===== src/rtl/softmax_axis_sink.sv =====
// softmax_axis_sink: AXI4-Stream result collector for the softmax core.
// Captures one tlast-terminated frame into a small buffer, reports length,
// beat count and overflow, offers a registered read port, optionally gates
// ready with a rotating mask, and flags source stability violations.
module softmax_axis_sink #(
  parameter int data_size = 16,
  parameter int DEPTH     = 16,
  parameter int ADDR_W    = 4
) (
  input  logic                     axi_clock_i,
  input  logic                     axi_reset_i,
  input  logic                     s_axis_valid_i,
  input  logic [2*data_size-1:0]   s_axis_data_i,
  input  logic                     s_axis_last_i,
  output logic                     s_axis_ready_o,
  input  logic                     throttle_en_i,
  input  logic [7:0]               throttle_mask_i,
  input  logic                     frame_ack_i,
  input  logic [ADDR_W-1:0]        rd_addr_i,
  output logic [2*data_size-1:0]   rd_data_o,
  output logic                     frame_done_o,
  output logic [ADDR_W:0]          frame_len_o,
  output logic [7:0]               frame_beats_o,
  output logic                     overflow_o,
  output logic                     protocol_err_o
);

  localparam int WORD_W = 2 * data_size;
  localparam logic [ADDR_W:0] DEPTH_C = (ADDR_W+1)'(DEPTH);

  localparam logic [0:0] S_RECV = 1'b0;
  localparam logic [0:0] S_DONE = 1'b1;

  logic [0:0]        state;
  logic [7:0]        mask_q;
  logic [ADDR_W:0]   wr_ptr;
  logic [WORD_W-1:0] mem [DEPTH];

  logic              stall_p0;
  logic [WORD_W-1:0] data_p0;
  logic              last_p0;

  logic beat;
  logic room;

  // An all-zero pattern would never raise ready, so it is promoted to all-ones.
  function automatic logic [7:0] mask_load(input logic [7:0] m);
    return (m == 8'h00) ? 8'hFF : m;
  endfunction

  function automatic logic [7:0] sat_inc8(input logic [7:0] v);
    return (v == 8'hFF) ? v : v + 8'd1;
  endfunction

  // Ready depends only on registered state and the static throttle enable.
  assign s_axis_ready_o = (state == S_RECV) && (!throttle_en_i || mask_q[0]);
  assign beat           = s_axis_valid_i && s_axis_ready_o;
  assign room           = (wr_ptr < DEPTH_C);

  // Frame reception control: state, write pointer, counters, throttle mask.
  always_ff @(posedge axi_clock_i) begin
    if (axi_reset_i) begin
      state         <= S_RECV;
      mask_q        <= mask_load(throttle_mask_i);
      wr_ptr        <= '0;
      frame_len_o   <= '0;
      frame_beats_o <= '0;
      overflow_o    <= 1'b0;
      frame_done_o  <= 1'b0;
    end else begin
      mask_q <= {mask_q[0], mask_q[7:1]};
      case (state)
        S_RECV: begin
          if (beat) begin
            if (room) wr_ptr <= wr_ptr + 1'b1;
            else      overflow_o <= 1'b1;
            frame_beats_o <= sat_inc8(frame_beats_o);
            if (s_axis_last_i) begin
              frame_len_o  <= room ? (wr_ptr + 1'b1) : DEPTH_C;
              frame_done_o <= 1'b1;
              state        <= S_DONE;
            end
          end
        end
        S_DONE: begin
          if (frame_ack_i) begin
            state         <= S_RECV;
            wr_ptr        <= '0;
            frame_len_o   <= '0;
            frame_beats_o <= '0;
            overflow_o    <= 1'b0;
            frame_done_o  <= 1'b0;
            mask_q        <= mask_load(throttle_mask_i);
          end
        end
        default: state <= S_RECV;
      endcase
    end
  end

  // Buffer write; beats past DEPTH are dropped.
  always_ff @(posedge axi_clock_i) begin
    if (beat && room) mem[wr_ptr[ADDR_W-1:0]] <= s_axis_data_i;
  end

  // Registered random-access read, active in every state.
  always_ff @(posedge axi_clock_i) begin
    if (axi_reset_i) rd_data_o <= '0;
    else             rd_data_o <= mem[rd_addr_i];
  end

  // Stage p0: remember the previous cycle's stall and beat contents.
  always_ff @(posedge axi_clock_i) begin
    data_p0 <= s_axis_data_i;
    last_p0 <= s_axis_last_i;
  end

  // Sticky stability checker: a stalled beat must stay valid and unchanged.
  always_ff @(posedge axi_clock_i) begin
    if (axi_reset_i) begin
      stall_p0       <= 1'b0;
      protocol_err_o <= 1'b0;
    end else begin
      stall_p0 <= s_axis_valid_i && !s_axis_ready_o;
      if (stall_p0 && (!s_axis_valid_i || (s_axis_data_i != data_p0) ||
                       (s_axis_last_i != last_p0)))
        protocol_err_o <= 1'b1;
    end
  end

endmodule


===== config.mk =====
export PLATFORM = sky130hd
export DESIGN_NAME = softmax_axis_sink
export DESIGN_NICKNAME = d
export VERILOG_FILES = /design/src/rtl/softmax_axis_sink.sv
export SDC_FILE = /design/constraint.sdc
export NUM_CORES = 1
export LEC_CHECK = 0
export CAP_MARGIN = 10
export CORE_MARGIN = 3
export CORE_UTILIZATION = 27
export DETAILED_ROUTE_END_ITERATION = 8
export GPL_TIMING_DRIVEN = 0
export MAX_ROUTING_LAYER = met4
export SLEW_MARGIN = 5
export SYNTH_ARGS = -nofsm -noshare
export SYNTH_HDL_FRONTEND = slang
export SYNTH_SLANG_ARGS = --single-unit

===== constraint.sdc =====
create_clock -name axi_clock_i -period 5.6 [get_ports axi_clock_i]
set_input_delay 1.12 -clock axi_clock_i [delete_from_list [all_inputs] [get_ports axi_clock_i]]
set_output_delay 1.12 -clock axi_clock_i [all_outputs]
set_load 0.05 [all_outputs]

# --- Yosys cells after proc, flatten, opt, wreduce, memory -nomap -nowiden ---
# Memory sizes are Yosys's and may differ from the RTL's. A register that Yosys moved wholly into a read port is not among the register bits.
# Index checks and enable logic that the tools add are counted.
word_totals:
  regBits: 64
  ram_bits: 512
  in_bits: 50
  output_inout_bits: 49
  elab_cells: 70
  memories: 1
memory_table:
  columns: ["name", "depth", "word_bits", "read_ports", "rd_ports_with_merged_regs", "wr", "line", "source"]
  rows:
  - ["mem", 16, 32, 1, 1, 1, "37", "logic [WORD_W-1:0] mem [DEPTH];"]
op_classes:
  add_sub_neg: 2
  magnitude_cmp: 1
  eq_ne: 9
  mux: 29
  bitwise: 1
  reduce_logical: 16
op_table:
  columns: ["cell", "n"]
  rows:
  - ["$mux W8", 7]
  - ["$ne A32 B32 Y1", 1]
  - ["$mux W5", 6]
  - ["$pmux W5 S2", 2]
  - ["$pmux W8 S2", 1]
  - ["$ne A2 B2 Y1 const B", 6]
  - ["$reduce_and A3 Y1", 4]
  - ["$mux W1", 10]
  - ["$add A8 B1 Y8 const B", 1]
  - ["$eq A8 B8 Y1 const B", 1]
  - ["$logic_not A8 Y1", 1]
  - ["$pmux W1 S2", 3]
  - ["$add A5 B1 Y5 const B", 1]
  - ["$logic_and A1 B1 Y1", 5]
  - ["$lt A5 B5 Y1 const B", 1]
  - ["$logic_not A1 Y1", 3]
  - ["$logic_or A1 B1 Y1", 3]
  - ["$ne A1 B1 Y1", 1]
  - ["$not A1 Y1", 1]

# --- Longest topological paths before layout ---
logic_depth:
  word_depth: 7
  depth_mapped: 6
  ltp_nobuf: 6

# --- Least setup slack after synthesis ---
# No wires, ideal clock.
synth_path:
  path_type: "input port to flip-flop"
  startpoint: "input port throttle_en_i"
  endpoint: "memory mem[0][0] in the netlist's numbering (enable)"
  setup_ps: 461
  arrival_time_ps: 3892
  t_required_ps: 5139
  setup_slack_ps: 1247
  stages: 5
  n_path_buf: 1
  cell_sequence: "nand2b_1 -> and3_1 -> clkbuf_1 -> nand2_1 -> nor3_1"
synth_via:
  elab_chain_len: 7
synth_lines:
  columns: ["item", "line", "source"]
  rows:
  - ["from (decl)", "16", "input logic throttle_en_i,"]
  - ["$logic_not A1 Y1", "56", "assign s_axis_ready_o = (state == S_RECV) && (!throttle_en_i || mask_q[0]);"]
  - ["$logic_or A1 B1 Y1", "56", null]
  - ["$logic_and A1 B1 Y1", "56", null]
  - ["$logic_and A1 B1 Y1", "57", "assign beat = s_axis_valid_i && s_axis_ready_o;"]
  - ["$logic_and A1 B1 Y1", "103", "if (beat && room) mem[wr_ptr[ADDR_W-1:0]] <= s_axis_data_i;"]
  - ["$mux W1", "103", null]
  - ["$mux W1 (implied by the code)", "103", null]
  - ["to (decl)", "37", null]
# Every way passes these cells.

# --- Worst setup path in the final report ---
layout_path:
  startpoint: "input port throttle_en_i"
  endpoint: "output port s_axis_ready_o"
layout_via:
  elab_chain_len: 3
layout_lines:
  columns: ["item", "line", "source"]
  rows:
  - ["$logic_not A1 Y1", "56", null]
  - ["$logic_or A1 B1 Y1", "56", null]
  - ["$logic_and A1 B1 Y1", "56", null]
  - ["to (decl)", "15", "output logic s_axis_ready_o,"]
# Every way passes these cells.

==> impl_metrics.tcl <==
set metrics [dict create \
    status "complete, no violations" \
    drcViolationCount 0 \
    grt.busiest_layer "met2" \
    crit_slowest_cell "clkdlybuf4s50_1" \
    ys_seq_area_frac 0.777 \
    grt_use_met1 0.153 \
    wl_per_cell_um 22.5 \
    finalInstanceArea_um2 27300 \
    dp_hpwl_um 35400 \
    cts.sinks 608 \
    overflow 0 \
    synth-edff-count 512 \
    leakage_uw 0.00857 \
    vias 11000 \
    final_hold_viol_count 0 \
    rr_startpoint "state$_SDFF_PP0_" \
    ys_types 35 \
    finalCritPeriodShare 0.699 \
    grt_use_met2 0.215 \
    clockBufferDepth 3 \
    htree_levels 3 \
    clkTransAtPathRegs_ns 0.05 \
    cts_hold_buf 0 \
    cts_tree "built" \
    crit_required_ns 4.48 \
    cts_made_buffers 67 \
    rsz0062_at_grt "no" \
    ir_drop_uv 214 \
    ant_nets 0 \
    fp.dieH_um 293 \
    syn-instance-count 1068 \
    yosysWarningCount 0 \
    hp-class "flip-flop to flip-flop" \
    syn_nets 1124 \
    cp.arrival_ns 2.79 \
    die_area_um2 85900 \
    worst-path-max-fanout 2 \
    fin_crit_ns 3.91 \
    drv_cap 0 \
    nets 1317 \
    crit_end "s_axis_ready_o" \
    crit_start "throttle_en_i" \
    grt_max_degree 24 \
    core-area_um2 81100 \
    drt_iter0_drc 868 \
    timing.fmax_ghz 0.256 \
    clock_latency_ns 0.60 \
    rows 104 \
    cts_resized 0 \
    cts_root_buf "clkbuf_16" \
    start_util 0.275 \
    cp-start-kind "primary input" \
    grt_pass1_wl_um 79200 \
    synthArstFlopShare 0 \
    place_area_um2 25100 \
    ys_seq_elements 608 \
    setup-violations-final 0 \
    pin_count 99 \
    path_cells "clkdlybuf4s50_1 > nor2b_1 > nor2_1 > clkdlybuf4s50_1" \
    ff2ff_path_depth 8 \
    grt_pass1_vias 11700 \
    critPathMaxStageDelay_ns 0.86 \
    maxSlewViolCount 0 \
    place_congestion 0.742 \
    fillers 7519 \
    grtUsageTotal 0.130 \
    use_met3 0.0362 \
    area_growth_syn_to_layout_pct 22.5 \
    timing.rr.end "mem[1][16]$_DFFE_PP_" \
    fin_skew_ns 0.0192 \
    drt_wl_total_um 53600 \
    r2r_setup_slack_ns 2.89 \
    firstDrtPassIters 5 \
    antenna_found_initial 7 \
    end_kind "output pin" \
    die_x_um 293 \
    viasPerCell 4.61 \
    worst_pin_slew_ns 1.17 \
    synth_flop_cell "edfxtp_1" \
    cts_setup_buffers 0 \
    drive_gt1_frac 0.229 \
    critPathKind "primary input to output pin" \
    syn_area_um2 22300 \
    tns_ns 0 \
    post-route-util 0.337 \
    cpMostUsedCell "clkdlybuf4s50_1" \
    slew_headroom 0.217 \
    power_density_nw_per_um2 363 \
    port_buffers 96 \
    syn_avg_cell_area_um2 20.8 \
]
## sequential cells by signal (all words and copies together), names as in the netlist
register,flops
mem,512
mask_q,8
frame_beats_o,8
frame_done_o,1
rd_data_o,32
last_p0,1
protocol_err_o,1
overflow_o,1
stall_p0,1
wr_ptr,5
data_p0,32
frame_len_o,5
state,1
## power by group
group | total [uW] | switching [uW] | internal (uW)
logic | 585 | 363 | 223
registers | 5010 | 24.5 | 4980
clock network | 4310 | 1760 | 2550
total | 9900 | 2140 | 7750
## through the flow
step	instances	worst slack, ns	hold WS [ns]	total power [uW]
2_1_floorplan	1068	1.25	0.435	5420
3_3_place_gp	2224	-2.24	0.443	5670
3_5_place_dp	2252	1.69	0.447	5700
4_1_cts	2373	1.70	0.462	10000
5_1_grt	2380	1.67	0.471	10200
6_report	2380	1.69	0.459	9900
## cell families (layout without fill, tap and decap cells)
group	after synthesis	in the layout	synth area share
simple gates	106	106	0.0243
flops	608	608	0.777
other cells	0	7	0
buf+inv	56	301	0.0129
fa+ha+maj	6	6	0.00337
xor+xnor	39	39	0.0153
compound gates	124	124	0.0371
mux	129	129	0.130
## cell usage in the layout (no fill, tap or decap), drive strengths merged
cell type      instances
mux2i                  1
dfxtp                 96
nor2                  28
xor2                  22
o22a                   8
nor3b                  2
and3                   4
nor3                   5
inv                    6
nor4                   8
clkinv                16
o211a                  1
clkdlybuf4s50         96
nand4                  7
clkinvlp               3
edfxtp               512
or2                    1
nor2b                  5
bufinv                 2
a211oi                 2
ha                     6
a22oi                 65
nand3                 13
mux4                 128
nand3b                 1
a31oi                  3
and2                   4
nor4b                  1
a21oi                 45
or4                    2
nand2                 17
diode                  7
buf                   56
xnor2                 17
nand2b                 6
clkbuf               122
nand4b                 2
## metal layers
metal / vias to the layer above / wire length, um
li1: 4814 / -
met1: 5740 / 21500
met2: 349 / 27100
met3: 68 / 3760
met4: 0 / 1270
met5: - / 0
## worst max-delay path, delay by kind of cell
kind	cells	cell delay, ns
AND/OR/NAND/NOR	2	0.39
buffers and inverters	2	1.28
## worst min-delay path by stage
stage	cells after the start	to	slack, ns	from
after floorplan	1	mask_q[0]$_DFF_P_	0.44	mask_q[1]$_DFF_P_
after global placement	1	mask_q[5]$_DFF_P_	0.44	mask_q[6]$_DFF_P_
after detailed placement	1	mask_q[3]$_DFF_P_	0.45	mask_q[4]$_DFF_P_
after CTS	1	mask_q[3]$_DFF_P_	0.46	mask_q[4]$_DFF_P_
after global routing	1	mask_q[3]$_DFF_P_	0.47	mask_q[4]$_DFF_P_
final	1	mask_q[3]$_DFF_P_	0.46	mask_q[4]$_DFF_P_
## synth_stat cells (3+ instances only)
library cell,instances,area (um^2)
edfxtp_1,512,15400
mux4_2,128,2880
dfxtp_1,96,1920
a22oi_1,65,488
a21oi_1,45,225
nor2_1,28,105
clkbuf_1,25,93.8
xor2_1,22,193
nand2_1,17,63.8
xnor2_1,17,149
nand3_1,13,65.1
buf_2,11,55.1
buf_4,11,82.6
nor4_1,8,50.1
o22a_1,8,70.1
nand4_1,7,43.8
ha_1,6,75.1
nand2b_1,6,37.5
nor2b_1,5,31.3
nor3_1,5,25.0
and2_1,4,25.0
and3_1,4,25.0
a31oi_1,3,18.8
buf_1,3,11.3
buf_6,3,33.8
inv_1,3,11.3
## final cells by class
type,count,area (um^2),area share
Sequential cell,608,17300,0.634
Clock inverter,24,210,0.00771
Clock buffer,97,1970,0.0723
Antenna cell,7,17.5,0.000642
Timing Repair Buffer,124,1380,0.0506
Tap cell,1060,1330,0.0486
Multi-Input combinational cell,404,4790,0.176
Buffer,53,277,0.0101
Inverter,3,11.3,0.000413
(Power assumes the default switching activity.)
